## config.mk

```make
export PLATFORM = sky130hd
export DESIGN_NAME = serial_bus_arbiter
export DESIGN_NICKNAME = d
export VERILOG_FILES = /design/src/rtl/serial_bus_arbiter.sv
export SDC_FILE = /design/constraint.sdc
export NUM_CORES = 1
export LEC_CHECK = 0
export CORE_MARGIN = 3
export CORE_UTILIZATION = 40
export CTS_CLUSTER_SIZE = 25
export DETAILED_ROUTE_END_ITERATION = 6
export PLACE_DENSITY = 0.66
export SLEW_MARGIN = 5
export SYNTH_ARGS = -nofsm -noshare
export SYNTH_HDL_FRONTEND = slang
export SYNTH_SLANG_ARGS = --single-unit
```

## constraint.sdc

```tcl
create_clock -name clk -period 2.7 [get_ports clk]
set_input_delay 0.81 -clock clk [delete_from_list [all_inputs] [get_ports clk]]
set_output_delay 0.81 -clock clk [all_outputs]
set_load 0.005 [all_outputs]
```

## src/rtl/serial_bus_arbiter.sv

```systemverilog
`timescale 1ns/1ps
// -----------------------------------------------------------------------------
// serial_bus_arbiter
//
// Request/grant sequencer for the two-master serial bus. It grants m1 or m2,
// drives the address/data mux select, and handles split transactions from
// slave 3. When slave 3 splits, the owning master is parked and the bus is
// handed to the other master. The parked master is resumed once the slave
// reports ready and the bus is idle.
//
// Optional feature (macro ARB_TIMEOUT_EN):
//   When defined, a grant-hold counter forces a release after TIMEOUT_CYCLES
//   consecutive grant cycles and pulses timeout_err. The offending master is
//   then masked until its breq falls once. When undefined, a grant is held for
//   as long as breq stays high, and timeout_err is tied low.
//
// Ports:
//   clk          system clock, all state on rising edge
//   rstn         asynchronous active-low reset
//   m1_breq      master 1 bus request (level, held for the whole transaction)
//   m2_breq      master 2 bus request
//   m1_bgrant    grant to master 1
//   m2_bgrant    grant to master 2
//   m1_split     master 1 parked by a split (level)
//   m2_split     master 2 parked by a split (level)
//   msel         mux select, 0 = m1, 1 = m2; holds the last owner while idle
//   bus_busy     high while any grant is active
//   s_split      split request from slave 3, honoured only during a grant
//   s_ready      slave 3 ready to complete the split transaction
//   split_grant  to slave 3: the current owner is a resumed master
//   timeout_err  one-cycle pulse on a forced release
// -----------------------------------------------------------------------------
module serial_bus_arbiter #(
    parameter bit          RR_EN          = 1'b1,
    parameter int unsigned TIMEOUT_CYCLES = 1024,
    parameter int unsigned CNT_WIDTH      = 16
) (
    input  logic clk,
    input  logic rstn,
    input  logic m1_breq,
    input  logic m2_breq,
    output logic m1_bgrant,
    output logic m2_bgrant,
    output logic m1_split,
    output logic m2_split,
    output logic msel,
    output logic bus_busy,
    input  logic s_split,
    input  logic s_ready,
    output logic split_grant,
    output logic timeout_err
);

    // The hold counter must be able to reach TIMEOUT_CYCLES.
    if (CNT_WIDTH < 32 && TIMEOUT_CYCLES >= (32'd1 << CNT_WIDTH)) begin : g_cfg_check
        $error("serial_bus_arbiter: TIMEOUT_CYCLES does not fit in CNT_WIDTH");
    end

    // Master index: bit 0 is m1, bit 1 is m2.
    localparam logic OWNER_M1 = 1'b0;
    localparam logic OWNER_M2 = 1'b1;

    typedef enum logic [1:0] {
        IDLE   = 2'd0,
        OWN_M1 = 2'd1,
        OWN_M2 = 2'd2
    } state_t;

    state_t     r_state, w_state_nxt;
    logic       r_split_pend, w_split_pend_nxt;
    logic       r_split_owner, w_split_owner_nxt;
    logic       r_last_owner, w_last_owner_nxt;
    logic [1:0] r_split_flag, w_split_flag_nxt;
    logic       r_resume, w_resume_nxt;          // current grant is a split resume
    logic       r_timeout_err, w_timeout_nxt;
    logic       r_m1_bgrant, w_m1_bgrant_nxt;
    logic       r_m2_bgrant, w_m2_bgrant_nxt;
    logic       r_bus_busy, w_bus_busy_nxt;
    logic       r_msel, w_msel_nxt;

    logic [1:0] w_breq;
    logic [1:0] w_req_vld;
    logic [1:0] w_to_mask;
    logic       w_own_idx;
    logic       w_timeout_hit;

    assign w_breq    = {m2_breq, m1_breq};
    assign w_own_idx = (r_state == OWN_M2);
    // Parked masters and timed-out masters do not compete for the bus.
    assign w_req_vld = w_breq & ~r_split_flag & ~w_to_mask;

`ifdef ARB_TIMEOUT_EN
    logic [CNT_WIDTH-1:0] r_hold_cnt;
    logic [CNT_WIDTH-1:0] w_hold_inc;
    logic [1:0]           r_to_mask;

    assign w_hold_inc    = r_hold_cnt + CNT_WIDTH'(1);
    // Fires during the TIMEOUT_CYCLES-th grant cycle so the grant is high for
    // exactly TIMEOUT_CYCLES cycles.
    assign w_timeout_hit = (r_state != IDLE) && (w_hold_inc == CNT_WIDTH'(TIMEOUT_CYCLES));
    assign w_to_mask     = r_to_mask;

    // Every grant passes through IDLE first, so clearing in IDLE gives a
    // zeroed counter on the first cycle of every grant.
    always_ff @(posedge clk or negedge rstn) begin
        if (!rstn) begin
            r_hold_cnt <= '0;
            r_to_mask  <= 2'b00;
        end else begin
            r_hold_cnt <= (r_state == IDLE) ? '0 : w_hold_inc;
            // A timed-out master stays masked until its breq falls once.
            r_to_mask  <= w_breq & (r_to_mask |
                          (w_timeout_nxt ? {w_own_idx, ~w_own_idx} : 2'b00));
        end
    end
`else
    assign w_timeout_hit = 1'b0;
    assign w_to_mask     = 2'b00;
`endif

    // State register: FSM state, side state and all registered outputs.
    // NOTE: sequential blocks use non-blocking assignments only, so every
    // flop samples the values from before the edge regardless of block order.
    always_ff @(posedge clk or negedge rstn) begin
        if (!rstn) begin
            r_state       <= IDLE;
            r_split_pend  <= 1'b0;
            r_split_owner <= OWNER_M1;
            r_last_owner  <= OWNER_M2;  // m1 wins the first round-robin pick
            r_split_flag  <= 2'b00;
            r_resume      <= 1'b0;
            r_timeout_err <= 1'b0;
            r_m1_bgrant   <= 1'b0;
            r_m2_bgrant   <= 1'b0;
            r_bus_busy    <= 1'b0;
            r_msel        <= 1'b0;
        end else begin
            r_state       <= w_state_nxt;
            r_split_pend  <= w_split_pend_nxt;
            r_split_owner <= w_split_owner_nxt;
            r_last_owner  <= w_last_owner_nxt;
            r_split_flag  <= w_split_flag_nxt;
            r_resume      <= w_resume_nxt;
            r_timeout_err <= w_timeout_nxt;
            r_m1_bgrant   <= w_m1_bgrant_nxt;
            r_m2_bgrant   <= w_m2_bgrant_nxt;
            r_bus_busy    <= w_bus_busy_nxt;
            r_msel        <= w_msel_nxt;
        end
    end

    // Next-state and side-state logic.
    always_comb begin
        // NOTE: every signal gets a default before the case so no path
        // leaves one unassigned, which would infer a latch.
        w_state_nxt       = r_state;
        w_split_pend_nxt  = r_split_pend;
        w_split_owner_nxt = r_split_owner;
        w_last_owner_nxt  = r_last_owner;
        w_split_flag_nxt  = r_split_flag;
        w_resume_nxt      = r_resume;
        w_timeout_nxt     = 1'b0;

        unique case (r_state)
            IDLE: begin
                w_resume_nxt = 1'b0;
                if (r_split_pend && s_ready) begin
                    // A resume beats any new request.
                    w_state_nxt                     = r_split_owner ? OWN_M2 : OWN_M1;
                    w_resume_nxt                    = 1'b1;
                    w_split_pend_nxt                = 1'b0;
                    w_split_flag_nxt[r_split_owner] = 1'b0;
                end else if (w_req_vld == 2'b11) begin
                    w_state_nxt = (RR_EN && r_last_owner == OWNER_M1) ? OWN_M2 : OWN_M1;
                end else if (w_req_vld[0]) begin
                    w_state_nxt = OWN_M1;
                end else if (w_req_vld[1]) begin
                    w_state_nxt = OWN_M2;
                end
            end

            OWN_M1, OWN_M2: begin
                if (!w_breq[w_own_idx]) begin
                    // A release beats a split arriving on the same cycle.
                    w_state_nxt      = IDLE;
                    w_last_owner_nxt = w_own_idx;
                    w_resume_nxt     = 1'b0;
                end else if (w_timeout_hit) begin
                    w_state_nxt      = IDLE;
                    w_last_owner_nxt = w_own_idx;
                    w_resume_nxt     = 1'b0;
                    w_timeout_nxt    = 1'b1;
                    if (r_resume) begin
                        w_split_pend_nxt = 1'b0;
                    end
                end else if (s_split && !r_split_pend && !r_resume) begin
                    // Only one split may be outstanding; later ones are ignored.
                    w_state_nxt                 = IDLE;
                    w_split_pend_nxt            = 1'b1;
                    w_split_owner_nxt           = w_own_idx;
                    w_split_flag_nxt[w_own_idx] = 1'b1;
                end
            end

            default: begin
                w_state_nxt = IDLE;
            end
        endcase
    end

    // Output logic: next values of the registered outputs.
    always_comb begin
        w_m1_bgrant_nxt = (w_state_nxt == OWN_M1);
        w_m2_bgrant_nxt = (w_state_nxt == OWN_M2);
        w_bus_busy_nxt  = (w_state_nxt != IDLE);
        w_msel_nxt      = r_msel;
        if (r_state == IDLE && w_state_nxt != IDLE) begin
            w_msel_nxt = (w_state_nxt == OWN_M2);
        end
    end

    assign m1_bgrant   = r_m1_bgrant;
    assign m2_bgrant   = r_m2_bgrant;
    assign m1_split    = r_split_flag[0];
    assign m2_split    = r_split_flag[1];
    assign msel        = r_msel;
    assign bus_busy    = r_bus_busy;
    assign split_grant = r_resume;
    assign timeout_err = r_timeout_err;

endmodule

```

==> metrics.md <==
| Metric | Value |
|---|---|
| ANT nets after route | `0` |
| Vias per cell | `5.533` |
| Post-synth EDFFs | `0` |
| Tightest Pin Transition | `between 0.5 and 0.6 ns` |
| Starting DRC count in detailed routing | `30` |
| Synth-to-layout area growth | `23.10%` |
| Cell variety after synth | `33` |
| Final WL | `1.583 mm` |
| Post-cts resize count | `0` |
| Top cells by area, synth | `dfrtp_1, ha_1, dfstp_2` |
| Seq/Total Area, Yosys | `a little over two fifths` |
| Share of cells above drive strength 1 | `19.28%` |
| Static Leak | `0.3856 nW` |
| Clk buf depth | `2` |
| Power share of the combinational group | `50.2%` |
| Switch Pwr | `356.3 uW` |
| Vias in the first global route | `534` |
| VDD IR-drop max | `0.4831 mV` |
| Cell with the most instances after synthesis | `dfrtp_1` |
| Crit path max-delay family | `simple AND/OR/NAND/NOR gates` |
| Min setup slack post-route | `0.5087 ns` |
| Critical-path cell list | `clkdlybuf4s50_1, or3b_1, a221oi_2, nor3_4, nor3b_2` |
| Final Cell Area | `873.3 um^2` |
| Final Hold Viols | `0` |
| Clock sinks | `12` |
| Status | `finished, final reports clean` |
| Worst Setup End Kind | `flip-flop` |
| Boundary Pins | `14` |
| Final setup violation count | `0` |
| WP data required | `2.87 ns` |
| Inserted Clock Buffers | `3` |
| Gr ovfl total | `0` |
| Internal | `576.3 uW` |
| Port buffer count | `12` |
| DP HPWL | `1.126 mm` |
| Switching Share | `38.20%` |
| Root Buffer | `clkbuf_4` |
| Clock-pin slew on the worst setup and hold paths | `0.08 ns` |
| Flop pwr share | `about a third` |
| TritonCTS clock tree | `done` |
| Min-Delay Path Class | `reg2reg` |
| Non-filler instance count after layout | `107` |
| Clock skew | `just over 0.001 ns` |
| Peak Freq | `roughly 460 MHz` |
| Asr flop ratio synth | `100.0%` |
| Placed inst area | `837.1 um^2` |
| CP max FO | `4` |
| GPL Wtd Cong | `between 0.8 and 0.9` |
| Gr usage total | `roughly 17%` |
| WP data arrival | `about 2.4 ns` |
| Max_slew headroom | `61.27%` |
| RSZ-0062 raised after global routing | `no` |
| Initial antenna violation count | `0` |
| Pre-antenna DRT Iters | `4` |
| Post-synth top area share | `38.80%` |
| Postcts setup bufs | `0` |
| Final setup TNS | `0 ns` |
| Antenna Cells | `0` |
| Final #Nets | `slightly above 90` |
| Synthesized flop and latch total | `12` |
| Max-cap violations | `0` |
| Ys flop type | `dfrtp_1` |
| CP peak stage delay | `approximately 0.51 ns` |
| Via total after detailed routing | `between 500 and 600` |
| Largest net degree at the start of global routing | `13` |
| Slowest library cell on the worst path | `clkdlybuf4s50_1` |
| Initial Util | `44.51%` |
| Max Slew Vio Count | `0` |
| Clk pwr share | `16.1%` |
| Pwr Density | `1068 mW/mm^2` |
| Core ar. | `0.001594 mm^2` |
| Ys Warns | `0` |
| Power, Total | `932.7 uW` |
| Commonest cells post-synth | `dfrtp_1, nor2_1, inv_1` |
| Drt wl/cell | `14.79 um` |
| Setup CP Type | `in2reg` |
| CP startpoint kind | `primary input` |
| Skew-Pair Late Insertion Delay | `0.28 ns` |
| Synth Cell Area | `709.4 um^2` |
| Chip Height | `48.12 um` |
| CP Buf/Inv Count | `1` |
| Post-cts hold buffer count | `0` |
| Area leader, netlist | `dfrtp_1` |
| Synth Instances | `70` |
| Placed cell count | `between 100 and 150` |
| First-pass GRT wire length | `2.622 mm` |
| H-tree Lvls | `1` |
| Site row count | `14` |
| DR DRC count | `0` |
| Die X | `48.12 um` |
| Mapped Nets | `79` |
| Setup WS pre-CTS | `0.2415 ns` |
| Die area | `0.002315 mm^2` |
| Final Critical Period | `approximately 2.2 ns` |
| Syn Area/Cell | `10.13 um^2` |
| Crit share post-route | `81.16%` |
==> power groups by stage <==
stage | Combinational, mW | Sequential (mW) | Clock (mW)
2_1_floorplan | 0.309 | 0.305 | 0
3_3_place_gp | 0.452 | 0.317 | 0
3_5_place_dp | 0.456 | 0.319 | 0
4_1_cts | 0.462 | 0.315 | 0.154
5_1_grt | 0.520 | 0.328 | 0.159
6_report | 0.468 | 0.315 | 0.150
==> area by class of cell <==
| type | count | area [um^2] |
|---|---|---|
| Inverter | 5 | 18.77 |
| Sequential cell | 12 | 301.5 |
| Fill cell | 145 | 720.7 |
| Clock buffer | 4 | 36.28 |
| Timing Repair Buffer | 12 | 120.1 |
| Tap cell | 24 | 30.03 |
| Multi-Input combinational cell | 50 | 366.6 |
==> layer usage <==
metal	GRT usage (%)	wire length [um]	part of all wire (%)
met1	23.57	753	48
met2	23.75	696	44
met3	5.535	117	7.4
met4	8.602	14	0.88
met5	0	0	0
==> metrics by stage <==
stage          hold WS, ns  util, %
4_1_cts             0.5307    54.79
5_1_grt             0.5655    54.79
2_1_floorplan       0.4962        -
6_report            0.5298    54.79
3_5_place_dp        0.5162    52.51
3_3_place_gp        0.5168    52.51
==> cells in the final DEF (no fill, tap or decap), drive strengths merged, types with 2 or more instances in the layout <==
cell and n:
clkdlybuf4s50 12, dfrtp 11, nor2 6, inv 5, nand3 4, a21oi 4, nand2 4, clkbuf 4
o21ai 3, ha 3, nor3b 3, and3 2, mux2 2, a22oi 2, nand4 2, or3b 2
==> flip-flops by register name (all words and copies together), names as in the netlist <==
register / cells
bus_busy: 1
m1_bgrant: 1
m2_bgrant: 1
msel: 1
r_last_owner: 1
r_split_flag: 2
r_split_owner: 1
r_split_pend: 1
r_state: 2
split_grant: 1
==> kinds of logic (layout without fill, tap and decap cells) <==
family | after synthesis | after routing | share of synthesized area, %
compound gates | 15 | 15 | 16.05
fa+ha+maj | 3 | 3 | 5.292
buf+inv | 8 | 21 | 5.820
flops | 12 | 12 | 42.50
mux | 2 | 2 | 3.174
other cells | 1 | 1 | 0.5286
simple gates | 29 | 29 | 26.63
==> path summary, 6_finish.rpt <==
path | end | slack, ns | cells after the start | from
max in group asynchronous | r_last_owner | 1.43 | 1 | rstn
setup / recovery | m1_bgrant | 0.51 | 5 | m2_breq
min in group asynchronous | r_state[0] | 0.89 | 1 | rstn
hold reg to reg | msel | 0.53 | 2 | msel
setup reg to reg | m1_bgrant | 0.80 | 6 | r_state[0]
hold / removal | msel | 0.53 | 2 | msel
==> worst register-to-register path, cell delays in order, from the launching register on <==
cell	delay (ns)
dfrtp_1	0.43
inv_1	0.10
ha_1	0.23
mux2_2	0.42
and4_4	0.22
nor3_4	0.22
nor3b_2	0.21
No activity file was read; power rests on OpenSTA's default activity.
